**src/rtl/rv_decode_stage.sv**
```systemverilog
// rv_decode_stage: registered RV32I instruction-decode stage with valid/ready on both sides.
// Decode happens on the way in; an output register plus one skid register hold decoded entries.
module rv_decode_stage #(
    parameter int XLEN         = 32,
    parameter bit ENABLE_M     = 1'b0,
    parameter bit PASS_ILLEGAL = 1'b1
) (
    input  logic            clk,
    input  logic            rst,
    input  logic            flush,
    input  logic            in_valid,
    output logic            in_ready,
    input  logic [31:0]     in_instr,
    input  logic [XLEN-1:0] in_pc,
    output logic            out_valid,
    input  logic            out_ready,
    output logic [XLEN-1:0] out_pc,
    output logic [4:0]      out_rd,
    output logic [4:0]      out_rs1,
    output logic [4:0]      out_rs2,
    output logic [XLEN-1:0] out_imm,
    output logic [3:0]      out_class,
    output logic [2:0]      out_funct3,
    output logic            out_alu_alt,
    output logic            out_alu_src,
    output logic            out_is_muldiv,
    output logic            out_illegal
);

    typedef enum logic [3:0] {
        CL_LUI     = 4'd0,
        CL_AUIPC   = 4'd1,
        CL_JAL     = 4'd2,
        CL_JALR    = 4'd3,
        CL_BRANCH  = 4'd4,
        CL_LOAD    = 4'd5,
        CL_STORE   = 4'd6,
        CL_OP_IMM  = 4'd7,
        CL_OP      = 4'd8,
        CL_FENCE   = 4'd9,
        CL_SYSTEM  = 4'd10,
        CL_ILLEGAL = 4'd15
    } class_e;

    typedef struct packed {
        logic [XLEN-1:0] pc;
        logic [4:0]      rd;
        logic [4:0]      rs1;
        logic [4:0]      rs2;
        logic [XLEN-1:0] imm;
        class_e          cls;
        logic [2:0]      funct3;
        logic            alu_alt;
        logic            alu_src;
        logic            is_muldiv;
        logic            illegal;
    } entry_t;

    localparam logic [6:0] OPC_LUI    = 7'b0110111;
    localparam logic [6:0] OPC_AUIPC  = 7'b0010111;
    localparam logic [6:0] OPC_JAL    = 7'b1101111;
    localparam logic [6:0] OPC_JALR   = 7'b1100111;
    localparam logic [6:0] OPC_BRANCH = 7'b1100011;
    localparam logic [6:0] OPC_LOAD   = 7'b0000011;
    localparam logic [6:0] OPC_STORE  = 7'b0100011;
    localparam logic [6:0] OPC_OP_IMM = 7'b0010011;
    localparam logic [6:0] OPC_OP     = 7'b0110011;
    localparam logic [6:0] OPC_FENCE  = 7'b0001111;
    localparam logic [6:0] OPC_SYSTEM = 7'b1110011;

    logic [6:0]  w_opcode;
    logic [2:0]  w_funct3;
    logic [6:0]  w_funct7;
    logic [5:0]  w_shift_hi;
    logic        w_shamt_ok;
    logic [31:0] w_imm_i;
    logic [31:0] w_imm_s;
    logic [31:0] w_imm_b;
    logic [31:0] w_imm_u;
    logic [31:0] w_imm_j;

    assign w_opcode   = in_instr[6:0];
    assign w_funct3   = in_instr[14:12];
    assign w_funct7   = in_instr[31:25];
    // instr[25] is shamt[5] on RV64; on RV32 it must be zero for immediate shifts.
    assign w_shift_hi = in_instr[31:26];
    assign w_shamt_ok = !((XLEN == 32) && in_instr[25]);

    assign w_imm_i = {{20{in_instr[31]}}, in_instr[31:20]};
    assign w_imm_s = {{20{in_instr[31]}}, in_instr[31:25], in_instr[11:7]};
    assign w_imm_b = {{19{in_instr[31]}}, in_instr[31], in_instr[7], in_instr[30:25], in_instr[11:8], 1'b0};
    assign w_imm_u = {in_instr[31:12], 12'h000};
    assign w_imm_j = {{11{in_instr[31]}}, in_instr[31], in_instr[19:12], in_instr[20], in_instr[30:21], 1'b0};

    class_e      w_cls;
    logic        w_legal;
    logic        w_has_rd;
    logic        w_has_rs1;
    logic        w_has_rs2;
    logic        w_alt;
    logic        w_muldiv;
    logic [31:0] w_imm32;
    entry_t      w_dec;

    // NOTE: every signal written here gets a default first, so no path can infer a latch.
    always_comb begin
        w_cls     = CL_ILLEGAL;
        w_legal   = 1'b0;
        w_has_rd  = 1'b0;
        w_has_rs1 = 1'b0;
        w_has_rs2 = 1'b0;
        w_alt     = 1'b0;
        w_muldiv  = 1'b0;
        w_imm32   = 32'h0;
        unique case (w_opcode)
            OPC_LUI, OPC_AUIPC: begin
                w_cls    = (w_opcode == OPC_LUI) ? CL_LUI : CL_AUIPC;
                w_legal  = 1'b1;
                w_has_rd = 1'b1;
                w_imm32  = w_imm_u;
            end
            OPC_JAL: begin
                w_cls    = CL_JAL;
                w_legal  = 1'b1;
                w_has_rd = 1'b1;
                w_imm32  = w_imm_j;
            end
            OPC_JALR: begin
                w_cls     = CL_JALR;
                w_legal   = (w_funct3 == 3'b000);
                w_has_rd  = 1'b1;
                w_has_rs1 = 1'b1;
                w_imm32   = w_imm_i;
            end
            OPC_BRANCH: begin
                w_cls     = CL_BRANCH;
                w_legal   = (w_funct3[2:1] != 2'b01);
                w_has_rs1 = 1'b1;
                w_has_rs2 = 1'b1;
                w_imm32   = w_imm_b;
            end
            OPC_LOAD: begin
                w_cls     = CL_LOAD;
                w_legal   = !((w_funct3 == 3'b011) || (w_funct3[2:1] == 2'b11));
                w_has_rd  = 1'b1;
                w_has_rs1 = 1'b1;
                w_imm32   = w_imm_i;
            end
            OPC_STORE: begin
                w_cls     = CL_STORE;
                w_legal   = (w_funct3 < 3'b011);
                w_has_rs1 = 1'b1;
                w_has_rs2 = 1'b1;
                w_imm32   = w_imm_s;
            end
            OPC_OP_IMM: begin
                w_cls     = CL_OP_IMM;
                w_has_rd  = 1'b1;
                w_has_rs1 = 1'b1;
                w_imm32   = w_imm_i;
                if (w_funct3 == 3'b001) begin
                    w_legal = (w_shift_hi == 6'b000000) && w_shamt_ok;
                end else if (w_funct3 == 3'b101) begin
                    w_legal = ((w_shift_hi == 6'b000000) || (w_shift_hi == 6'b010000)) && w_shamt_ok;
                    w_alt   = in_instr[30];
                end else begin
                    w_legal = 1'b1;
                end
            end
            OPC_OP: begin
                w_cls     = CL_OP;
                w_has_rd  = 1'b1;
                w_has_rs1 = 1'b1;
                w_has_rs2 = 1'b1;
                if (w_funct7 == 7'b0000000) begin
                    w_legal = 1'b1;
                end else if (w_funct7 == 7'b0100000) begin
                    w_legal = (w_funct3 == 3'b000) || (w_funct3 == 3'b101);
                    w_alt   = 1'b1;
                end else if (w_funct7 == 7'b0000001) begin
                    w_legal  = ENABLE_M;
                    w_muldiv = 1'b1;
                end
            end
            OPC_FENCE: begin
                w_cls     = CL_FENCE;
                w_legal   = 1'b1;
                w_has_rd  = 1'b1;
                w_has_rs1 = 1'b1;
            end
            OPC_SYSTEM: begin
                w_cls     = CL_SYSTEM;
                w_legal   = (in_instr == 32'h0000_0073) || (in_instr == 32'h0010_0073);
                w_has_rd  = 1'b1;
                w_has_rs1 = 1'b1;
            end
            default: ;
        endcase
    end

    // Illegal entries keep every raw register field but carry no immediate.
    always_comb begin
        w_dec.pc        = in_pc;
        w_dec.funct3    = w_funct3;
        w_dec.illegal   = !w_legal;
        w_dec.cls       = w_legal ? w_cls : CL_ILLEGAL;
        w_dec.rd        = (!w_legal || w_has_rd)  ? in_instr[11:7]  : 5'd0;
        w_dec.rs1       = (!w_legal || w_has_rs1) ? in_instr[19:15] : 5'd0;
        w_dec.rs2       = (!w_legal || w_has_rs2) ? in_instr[24:20] : 5'd0;
        w_dec.imm       = w_legal ? XLEN'($signed(w_imm32)) : '0;
        w_dec.alu_alt   = w_legal && w_alt;
        w_dec.alu_src   = !(w_legal && ((w_cls == CL_OP) || (w_cls == CL_BRANCH)));
        w_dec.is_muldiv = w_legal && w_muldiv;
    end

    entry_t r_out;
    entry_t r_skid;
    logic   r_out_valid;
    logic   r_skid_valid;
    logic   w_accept;
    logic   w_push;
    logic   w_drain;

    assign w_accept = in_valid && !r_skid_valid;
    assign w_push   = w_accept && (PASS_ILLEGAL || w_legal);
    assign w_drain  = r_out_valid && out_ready;

    // NOTE: payload registers are reset too, so every data output reads 0 during reset.
    // NOTE: state updates use non-blocking assignments so the skid->output move sees old values.
    always_ff @(posedge clk or posedge rst) begin
        if (rst) begin
            r_out_valid  <= 1'b0;
            r_skid_valid <= 1'b0;
            r_out        <= '0;
            r_skid       <= '0;
        end else if (flush) begin
            r_out_valid  <= 1'b0;
            r_skid_valid <= 1'b0;
        end else if (w_drain || !r_out_valid) begin
            if (r_skid_valid) begin
                r_out        <= r_skid;
                r_out_valid  <= 1'b1;
                r_skid_valid <= 1'b0;
            end else begin
                r_out_valid <= w_push;
                if (w_push) begin
                    r_out <= w_dec;
                end
            end
        end else if (w_push) begin
            r_skid       <= w_dec;
            r_skid_valid <= 1'b1;
        end
    end

    assign in_ready      = !r_skid_valid;
    assign out_valid     = r_out_valid;
    assign out_pc        = r_out.pc;
    assign out_rd        = r_out.rd;
    assign out_rs1       = r_out.rs1;
    assign out_rs2       = r_out.rs2;
    assign out_imm       = r_out.imm;
    assign out_class     = r_out.cls;
    assign out_funct3    = r_out.funct3;
    assign out_alu_alt   = r_out.alu_alt;
    assign out_alu_src   = r_out.alu_src;
    assign out_is_muldiv = r_out.is_muldiv;
    assign out_illegal   = r_out.illegal;

endmodule

```
**config.mk**
```make
export PLATFORM = sky130hd
export DESIGN_NAME = rv_decode_stage
export DESIGN_NICKNAME = d
export VERILOG_FILES = /design/src/rtl/rv_decode_stage.sv
export SDC_FILE = /design/constraint.sdc
export NUM_CORES = 1
export LEC_CHECK = 0
export ABC_AREA = 1
export CORE_ASPECT_RATIO = 1.5
export CORE_MARGIN = 10
export CORE_UTILIZATION = 57
export CTS_CLUSTER_DIAMETER = 200
export DETAILED_ROUTE_END_ITERATION = 12
export PLACE_DENSITY = 0.86
export SLEW_MARGIN = 5
export SYNTH_ARGS = -nofsm -noshare
export SYNTH_HDL_FRONTEND = slang
export SYNTH_SLANG_ARGS = --single-unit
```
**constraint.sdc**
```tcl
create_clock -name clk -period 12 [get_ports clk]
set_input_delay 1.2 -clock clk [delete_from_list [all_inputs] [get_ports clk]]
set_output_delay 1.2 -clock clk [all_outputs]
set_load 0.02 [all_outputs]
```
==> reports/metrics.csv, run 1 <==
stage,metric,value,unit
timing,Fin Setup TNS,0,ns
synth,"Distinct cells, synth",28,
clock_tree,Setup Buffers After CTS,0,
clock_tree,CTS tree,built,
timing,FMAX,283,MHz
timing,final hold vios,0,
synth,syn nets,1189,
timing,Worst-Margin Slew,0.969,ns
final_layout,Final Util,73.5,%
placed_design,count of input and output buffers,160,
route,"antenna viol nets, final",0,
power_and_ir_drop,Leakage Power,5.52,nW
flow_run,Max Cap Violations,0,
final_layout,Non-Filler Instances,1448,
synth,Mean Syn Cell Area,7.60,um^2
floorplan,core area,14600,um^2
synth,Yosys warning count,0,
synth,Synth async-reset ratio,100,%
timing,final setup violation count,0,
final_layout,antenna cell count,0,
placed_design,Post-DP Area,10100,um^2
setup_path,crit path cell chain,inv_4 > clkdlybuf4s50_1,
global_route,gr usage total,22.7,%
synth,area share of the largest cell type after synthesis,53.5,%
setup_path,CP Capture Type,output pin,
placed_design,detailed placement HPWL,16100,um
setup_path,Startpoint Class,flop,
clock_tree,Clock Latency Late Sink,0.43,ns
timing,Rel. slew slack,35.4,%
clock_tree,clk slew on worst S/H paths,0.07,ns
clock_tree,htree depth,4,
route,drt wl/cell,15.8,um
synth,most common library cells after synthesis,"419 x nand2_1, 182 x dfrtp_1, 181 x o21ai_0",
timing,unrepaired setup endpoints after global routing,no,
synth,Most used DFF post-synth,dfrtp_1,
clock_tree,root buffer cell,clkbuf_16,
setup_path,Worst Path Required,10.80,ns
synth,mux cell area share after synthesis,0,%
clock_tree,CTS Hold Buffers Added,0,
route,DRT iter0 DRCs,715,
route,highest routed layer,met4,
route,Vias,7677,
global_route,initial antenna violation count,0,
synth,Post-Syn Area,8520,um^2
route,Avg Vias per Cell,5.30,
timing,fin crit share,29.4,%
synth,post-synthesis sequential area ratio,53.5,%
placed_design,placed cell count,1416,
global_route,number of global-route vias before repair,7555,
final_layout,share of layout cells above drive strength 1,4.47,%
route,DRC errors left,0,
timing,Setup WS post-layout,8.47,ns
synth,Post-synth EDFFs,0,
synth,Synth Area in XOR/XNOR,0,%
global_route,pin count of the biggest net entering global routing,105,
floorplan,I/O Pins,161,
min_path,Hold Path Class,flop to flop,
setup_path,CP max stage delay,0.71,ns
setup_path,slowest CP cell,clkdlybuf4s50_1,
route,Met2 Routed Length,11500,um
final_layout,Area Overhead vs Synth,25.9,%
power_and_ir_drop,PwrDens,149,nW/um^2
floorplan,Starting Density,58.4,%
route,WL met3,1430,um
final_layout,nets,1308,
final_layout,"Design Area, Final",10700,um^2
synth,cell taking the most area after synthesis,dfrtp_1,
synth,simple logic cell fraction of the synthesized area,26.0,%
synth,Gate Count Post-Synth,1120,
clock_tree,Bufs on Longest Clock Path,2,
min_path,worst hold stages,2,
timing,max-slew violation count,0,
global_route,first-pass GRT wire length,37700,um
setup_path,Arrival @ worst endpoint,2.33,ns
setup_path,worst r2r path cells,7,
setup_path,Setup CP Type,flop to output pin,
clock_tree,CTS resizes,0,
run_status,status,finished clean,
route,final WL,22800,um
route,drt pass-1 iters,5,
synth,Adder-Cell Fraction of Synth Area,0,%
placed_design,global placer's final weighted congestion,0.934,
floorplan,Die Span Y,170,um
power_and_ir_drop,Max IR drop VDD,88.2,uV
floorplan,Total Die Area,20300,um^2
synth,Synth Area in Compound Gates,14.1,%
synth,most frequent cell after synthesis,nand2_1,
placed_design,DP Worst Slack,8.11,ns
route,WL met1,9120,um
floorplan,Chip Width,120,um
synth,largest family of logic cells by synthesized area,simple AND/OR/NAND/NOR gates,
global_route,grt total ovfl,0,
setup_path,CP max FO,59,
synth,Area contributors post-synth,"dfrtp_1 53%, nand2_1 18%, o21ai_0 11%",
clock_tree,clk sinks,182,
timing,fin crit period,3.53,ns
floorplan,Rows,54,
synth,synthesized flop and latch total,182,
clock_tree,clock buffer count from CTS,17,
timing,clk_skew,0.0113,ns
==> cells in the final DEF, fill, tap and decap left out, types with 2 or more instances in the layout <==
| cell | n |
|---|---|
| a21oi_1 | 22 |
| a31oi_1 | 2 |
| buf_4 | 5 |
| clkbuf_1 | 2 |
| clkbuf_16 | 17 |
| clkdlybuf4s50_1 | 160 |
| clkinv_4 | 3 |
| clkinvlp_4 | 2 |
| dfrtp_1 | 182 |
| inv_1 | 67 |
| inv_2 | 3 |
| inv_4 | 2 |
| inv_6 | 2 |
| inv_8 | 5 |
| nand2_1 | 418 |
| nand2_2 | 4 |
| nand2_4 | 2 |
| nand3_1 | 32 |
| nor2_1 | 101 |
| nor2_2 | 5 |
| nor3_1 | 2 |
| o211ai_1 | 4 |
| o21ai_0 | 181 |
| o21ai_1 | 18 |
==> worst paths after layout <==
kind | from | endpoint | slack, ns
worst max-delay path | r_skid_valid | in_ready | 8.47
worst min-delay path | r_skid[26] | r_skid[26] | 0.48
worst max register to register | r_skid_valid | out_rs1[3] | 8.68
worst min register to register | r_skid[26] | r_skid[26] | 0.48
max in group asynchronous | rst | out_class[1] | 9.13
min in group asynchronous | rst | out_pc[14] | 1.36
==> final cells by class <==
class,count,area (um^2)
Clock buffer,19,433
Clock inverter,13,141
Fill cell,1137,3870
Inverter,73,284
Multi-Input combinational cell,800,3430
Sequential cell,182,4550
Tap cell,196,245
Timing Repair Buffer,165,1640
==> kinds of logic after synthesis <==
logic type | count (synthesis)
buf+inv | 138
simple gates | 567
flops | 182
compound gates | 233
==> per-layer routing <==
metal	track usage, %	vias to the layer above
li1	-	3785
met3	6.06	58
met4	8.79	0
met2	39.2	276
met1	26.2	3558
met5	0	-
==> metrics by stage <==
stage	hold WS (ns)	total power [mW]
6_report	0.479	1.60
5_1_grt	0.488	1.68
4_1_cts	0.477	1.61
3_5_place_dp	0.460	1.07
3_3_place_gp	0.457	1.06
2_1_floorplan	0.444	0.918
==> flip-flops by register name, indices dropped and copies added, names as in the netlist <==
name and cells:
r_skid 90, out_rd 5, out_pc 32, out_alu_alt 1, out_funct3 3, r_skid_valid 1
out_class 4, out_rs1 5, out_alu_src 1, out_valid 1, out_rs2 5, out_is_muldiv 1
out_illegal 1, out_imm 32
==> power breakdown <==
part	internal [mW]	switching, mW
registers	0.702	0.0464
logic	0.133	0.174
clock network	0.294	0.252
==> worst max-delay path, delay by kind of cell, from the launching register on <==
kind / cells / cell delay (ns)
buffers and inverters: 2 / 1.24
flip-flops: 1 / 0.66
(Power assumes the default switching activity.)
==> run 2: changes to the inputs <==
CORE_UTILIZATION = 52   (was 57)
PLACE_DENSITY = 0.8   (was 0.86)
clock period = 3.49 ns   (was 12 ns; I/O delays follow)
==> run 2 against run 1 <==
  * Utilization decreased by 5.8 points
  * Largest cell class unchanged
  * Setup slack got worse by 7.4 ns
  * Global-route usage decreased by 1.9 points
  * Critical path depth increased by 11
  * Design area increased by 1.8%
  * Register-to-register slack got worse by 7.4 ns
==> reports/metrics.csv, run 2 (synthesis gave the netlist of run 1 again) <==
stage,metric,value,unit,change
power_and_ir_drop,Net Sw Power,1.59,mW,+240%
timing,fin crit share,70.2,%,
power_and_ir_drop,Comb pwr share,18.5,%,-0.7 points
floorplan,Total Die Area,22000,um^2,+8.2%
run_status,status,finished clean,,
timing,max-slew violation count,0,,unchanged
route,highest routed layer,met4,,
power_and_ir_drop,Leakage Power,5.61,nW,+1.7%
route,DRC errors left,0,,unchanged
global_route,first-pass GRT wire length,38200,um,+1.4%
timing,final hold vios,0,,unchanged
power_and_ir_drop,Max IR drop VDD,320,uV,+260%
route,drt wl/cell,15.6,um,-0.79%
final_layout,"most common cell after layout, fill and taps aside",nand2_1,,
power_and_ir_drop,internal power,4.15,mW,+270%
global_route,grt total ovfl,0,,unchanged
final_layout,share of layout cells above drive strength 1,5.08,%,+0.61 points
final_layout,Largest register FFs,90,,unchanged
setup_path,Arrival @ worst endpoint,2.75,ns,+0.42 ns
timing,fin crit period,2.45,ns,
timing,Rel. slew slack,58.7,%,+23 points
clock_tree,Setup Buffers After CTS,0,,unchanged
global_route,initial antenna violation count,0,,unchanged
floorplan,I/O Pins,161,,unchanged
floorplan,Starting Density,52.8,%,-5.5 points
power_and_ir_drop,PwrDens,527,nW/um^2,+250%
route,Vias,7597,,-1.0%
clock_tree,CTS Hold Buffers Added,0,,unchanged
floorplan,Chip Width,124,um,+3.9%
route,Met2 Routed Length,11300,um,-2.0%
route,final WL,22900,um,+0.37%
global_route,pin count of the biggest net entering global routing,105,,unchanged
final_layout,nets,1315,,+0.54%
flow_run,Max Cap Violations,0,,unchanged
setup_path,Startpoint Class,input pin,,
final_layout,most frequent cells in the layout,"418 x nand2_1, 182 x dfrtp_1, 181 x o21ai_0",,
floorplan,Die Span Y,177,um,+4.1%
setup_path,slowest CP cell,clkdlybuf4s50_1,,
clock_tree,CTS tree,built,,
timing,clk_skew,0.00768,ns,-0.00358 ns
setup_path,CP Capture Type,flop,,
power_and_ir_drop,Reg power frac,44.7,%,-2.0 points
clock_tree,clock buffer count from CTS,17,,unchanged
clock_tree,Clock Latency Late Sink,0.42,ns,about the same
setup_path,worst r2r path cells,8,,+1
final_layout,antenna cell count,0,,unchanged
setup_path,R2R setup slack,1.25,ns,-7.43 ns
setup_path,CP max FO,24,,-59%
power_and_ir_drop,final total power,5.75,mW,+260%
timing,FMAX,408,MHz,
clock_tree,root buffer cell,clkbuf_16,,
final_layout,Reg with most FFs,r_skid,,
setup_path,CP dominant cell by count,nand2_1,,
clock_tree,CTS resizes,0,,unchanged
timing,Worst-Margin Slew,0.620,ns,-0.349 ns
floorplan,Rows,57,,+5.6%
route,DRT iter0 DRCs,684,,-4.3%
placed_design,global placer's final weighted congestion,0.916,,-2.0%
route,WL met1,9440,um,+3.5%
route,WL met3,1320,um,-8.1%
placed_design,detailed placement HPWL,16400,um,+2.4%
clock_tree,clk slew on worst S/H paths,0.07,ns,about the same
setup_path,Setup CP Type,input pin to flop,,
timing,unrepaired setup endpoints after global routing,no,,
clock_tree,clk sinks,182,,unchanged
route,drt pass-1 iters,5,,unchanged
power_and_ir_drop,clock power share,36.8,%,+2.7 points
placed_design,count of input and output buffers,160,,unchanged
min_path,Hold Path Class,input pin to asynchronous set/reset pin,,
floorplan,core area,16100,um^2,+10%
global_route,number of global-route vias before repair,7591,,+0.48%
setup_path,Worst Path Required,3.79,ns,-7.01 ns
timing,final setup violation count,0,,unchanged
final_layout,Area Overhead vs Synth,28.2,%,
global_route,gr usage total,20.8,%,-1.9 points
timing,Fin Setup TNS,0,ns,unchanged
setup_path,CP max stage delay,0.49,ns,-0.22 ns
route,Avg Vias per Cell,5.19,,-2.2%
timing,worst-case hold slack,0.407,ns,-0.0718 ns
clock_tree,Bufs on Longest Clock Path,2,,unchanged
setup_path,crit path cell chain,clkdlybuf4s50_1 > nand2_1 > nor2_1 > nand2_1 > nand2_2 > nor2_1 > nand2_1 > nor2_2 > nand2_4 > buf_4 > nand2_1 > o21ai_0 > nand2_1,,
clock_tree,htree depth,4,,unchanged
power_and_ir_drop,Switching Share,27.7,%,-1.8 points
route,"antenna viol nets, final",0,,unchanged
[run 2: cell types whose count changed in the layout (fill, tap and decap cells not counted)]
| cell | delta |
|---|---|
| bufinv_16 | +3 |
| clkinvlp_4 | -1 |
| clkbuf_8 | +3 |
| inv_8 | -4 |
| buf_4 | +3 |
| clkbuf_1 | -1 |
| clkinv_4 | -2 |
| inv_6 | +2 |
| buf_12 | +4 |
[run 2: worst max-delay path, delay by kind of cell]
| kind | cells | cell delay [ns] |
|---|---|---|
| and+or+nand+nor | 10 | 1.52 |
| buffers and inverters | 2 | 0.74 |
| AOI/OAI and AO/OA | 1 | 0.15 |
[run 2: path summary, 6_finish.rpt]
kind                               from           end
setup / recovery            in_instr[1]  out_class[2]
hold / removal                      rst     out_pc[7]
setup reg to reg           r_skid_valid  out_class[2]
hold reg to reg              r_skid[30]    r_skid[30]
max in group asynchronous           rst    out_imm[6]
min in group clk             r_skid[30]    r_skid[30]
[run 2: power groups by stage]
stage / clock (mW) / combinational, mW / sequential (mW)
2_1_floorplan: 0 / 0.411 / 2.75
3_3_place_gp: 0 / 1.05 / 2.59
3_5_place_dp: 0 / 1.08 / 2.60
4_1_cts: 2.14 / 1.08 / 2.57
5_1_grt: 2.23 / 1.19 / 2.61
6_report: 2.11 / 1.07 / 2.57
[run 2: per-stage QoR]
step                      setup WS, ns  utilization (%)  instances  cell area, um^2
after floorplan                  0.804                -       1120             8520
after global placement           0.754             63.7       1433            10300
after detailed placement         0.632             63.7       1433            10300
after CTS                         1.07             67.7       1465            10900
after global routing             0.897             67.7       1465            10900
final                             1.04             67.7       1465            10900
[run 2: layer usage]
metal / up-vias / track usage [%]
li1: 3799 / -
met1: 3521 / 24.3
met2: 230 / 35.8
met3: 47 / 5.04
met4: 0 / 8.57
met5: - / 0
[run 2: cell type report]
class,instances,area [um^2]
multi-input combinational,800,3430
inverter,73,283
fill,1379,5200
clock inverter,11,180
timing repair buffer,172,1740
tap,206,258
clock buffer,21,470
sequential,182,4550
==> run 3: changes to the inputs <==
clock period = 2.4 ns   (was 3.49 ns; I/O delays follow)
==> run 3 against run 2 <==
  * Routed wire length is 4.5% higher
  * Critical path depth is 10 lower
  * Power is 41% higher
  * Count of clock-buffer cells in the layout is 4 lower
  * Die area stayed put
  * Register-to-register slack worse by 0.72 ns
  * Clock skew is 0.010 ns higher
  * Largest cell class unchanged
  * Largest power group unchanged
  * Highest routed layer unchanged
==> reports/metrics.csv, run 3 (synthesis gave the netlist of run 1 again) <==
stage,metric,value,unit,change
run_status,status,finished clean,,
final_layout,share of layout cells above drive strength 1,6.57,%,+1.5 points
setup_path,CP max stage delay,0.64,ns,+0.15 ns
final_layout,Reg with most FFs,r_skid,,
flow_run,Max Cap Violations,0,,unchanged
clock_tree,Bufs on Longest Clock Path,2,,unchanged
timing,final hold vios,0,,unchanged
clock_tree,clk slew on worst S/H paths,0.08,ns,about the same
route,drt wl/cell,16.1,um,+3.2%
timing,unrepaired setup endpoints after global routing,no,,
setup_path,CP max FO,17,,-29%
route,Vias,7790,,+2.5%
final_layout,most frequent cells in the layout,"418 x nand2_1, 182 x dfrtp_1, 181 x o21ai_0",,
final_layout,FILL cells,1372,,-0.51%
global_route,pin count of the biggest net entering global routing,111,,+5.7%
clock_tree,clk sinks,182,,unchanged
route,drt pass-1 iters,5,,unchanged
clock_tree,Clock Latency Late Sink,0.43,ns,about the same
global_route,grt total ovfl,0,,unchanged
global_route,gr usage total,21.3,%,+0.57 points
final_layout,nets,1335,,+1.5%
setup_path,Setup CP Type,flop to output pin,,
final_layout,"Design Area, Final",11000,um^2,+0.89%
clock_tree,CTS resizes,0,,unchanged
timing,max-slew violation count,0,,unchanged
clock_tree,CTS Hold Buffers Added,0,,unchanged
timing,final setup violation count,0,,unchanged
setup_path,crit path cell chain,inv_4 > buf_4 > clkdlybuf4s50_1,,
clock_tree,CTS tree,built,,
global_route,initial antenna violation count,0,,unchanged
route,final WL,24000,um,+4.5%
timing,fin crit period,2.01,ns,
route,Avg Vias per Cell,5.25,,+1.2%
setup_path,Arrival @ worst endpoint,1.77,ns,-0.98 ns
floorplan,Rows,57,,unchanged
route,DRC errors left,0,,unchanged
clock_tree,clock buffer count from CTS,17,,unchanged
floorplan,Starting Density,52.8,%,unchanged
setup_path,slowest CP cell,clkdlybuf4s50_1,,
clock_tree,Setup Buffers After CTS,0,,unchanged
floorplan,Die Span Y,177,um,unchanged
clock_tree,htree depth,4,,unchanged
floorplan,I/O Pins,161,,unchanged
final_layout,Largest register FFs,90,,unchanged
timing,clk_skew,0.0178,ns,+0.0101 ns
floorplan,Total Die Area,22000,um^2,unchanged
setup_path,Startpoint Class,flop,,
floorplan,Chip Width,124,um,unchanged
final_layout,antenna cell count,0,,unchanged
placed_design,Post-DP Area,10400,um^2,+1.6%
power_and_ir_drop,Max IR drop VDD,462,uV,+45%
timing,FMAX,498,MHz,
setup_path,Worst Path Required,2.16,ns,-1.63 ns
placed_design,count of input and output buffers,160,,unchanged
final_layout,Final Util,68.3,%,+0.61 points
setup_path,CP top delay family,buffers and inverters,,
placed_design,detailed placement HPWL,17100,um,+4.0%
clock_tree,root buffer cell,clkbuf_16,,
final_layout,Area Overhead vs Synth,29.3,%,
min_path,Hold Path Class,input pin to asynchronous set/reset pin,,
global_route,first-pass GRT wire length,38800,um,+1.5%
global_route,number of global-route vias before repair,7534,,-0.75%
timing,Rel. slew slack,32.1,%,-27 points
setup_path,CP Capture Type,output pin,,
route,DRT iter0 DRCs,795,,+16%
floorplan,core area,16100,um^2,unchanged
power_and_ir_drop,Leakage Power,5.67,nW,+1.1%
timing,fin crit share,83.6,%,
power_and_ir_drop,PwrDens,737,nW/um^2,+40%
placed_design,global placer's final weighted congestion,0.952,,+4.0%
timing,Worst-Margin Slew,1.02,ns,+0.398 ns
route,"antenna viol nets, final",0,,unchanged
setup_path,critical path buffer and inverter count,3,,+1
final_layout,"most common cell after layout, fill and taps aside",nand2_1,,
run 3: cell count changes in the layout (fill, tap and decap cells not counted), moves of 2 or more:
cell | before | now
inv_6 | 4 | 2
inv_8 | 1 | 5
clkbuf_8 | 3 | 0
bufinv_16 | 4 | 1
clkinvlp_4 | 1 | 4
buf_4 | 8 | 27
run 3: path summary, 6_finish.rpt:
kind | start | endpoint | slack, ns | cells past startpoint
setup reg to reg | out_valid | r_skid[71] | 0.53 | 10
hold / removal | rst | r_skid[71] | 0.27 | 3
max in group asynchronous | rst | r_skid[24] | 1.65 | 3
hold reg to reg | out_imm[28] | out_imm[28] | 0.48 | 2
min in group clk | in_pc[16] | r_skid[74] | 0.40 | 3
setup / recovery | r_skid_valid | in_ready | 0.39 | 3
run 3: through the flow:
stage | total power [mW] | instances | TNS, ns | setup slack, ns | hold slack (ns)
floorplan | 4.59 | 1120 | -32.13 | -0.177 | 0.406
global placement | 5.32 | 1453 | 0 | 0.0418 | 0.458
detailed placement | 5.38 | 1453 | 0 | 0.0108 | 0.461
CTS | 8.17 | 1484 | 0 | 0.365 | 0.291
global route | 8.50 | 1484 | 0 | 0.160 | 0.294
finish | 8.11 | 1484 | 0 | 0.393 | 0.274
run 3: worst register-to-register path: cells and delay by family, from the launching register on:
kind            cells  cell delay, ns
buf+inv             5            1.02
compound gates      1            0.11
simple gates        4            0.27
flops               1            0.39
run 3: metal layers:
metal / wire length (um) / track usage (%) / up-vias
li1: - / - / 3846
met2: 11800 / 35.4 / 280
met4: 973 / 11.2 / 0
met1: 9710 / 25.2 / 3604
met5: 0 / 0 / -
met3: 1460 / 5.22 / 60
run 3: power by group:
part | total, mW | switching (mW) | internal, mW
registers | 3.74 | 0.232 | 3.51
logic | 1.57 | 0.879 | 0.691
clock network | 2.80 | 1.32 | 1.48
run 3: cell type report:
cell class	instances	area, um^2	share of cell area [%]
clock buffer	17	425	3.86
clock inverter	14	160	1.45
inverter	73	283	2.57
multi-input combinational	800	3430	31.1
sequential	182	4550	41.4
tap	206	258	2.34
timing repair buffer	192	1900	17.3
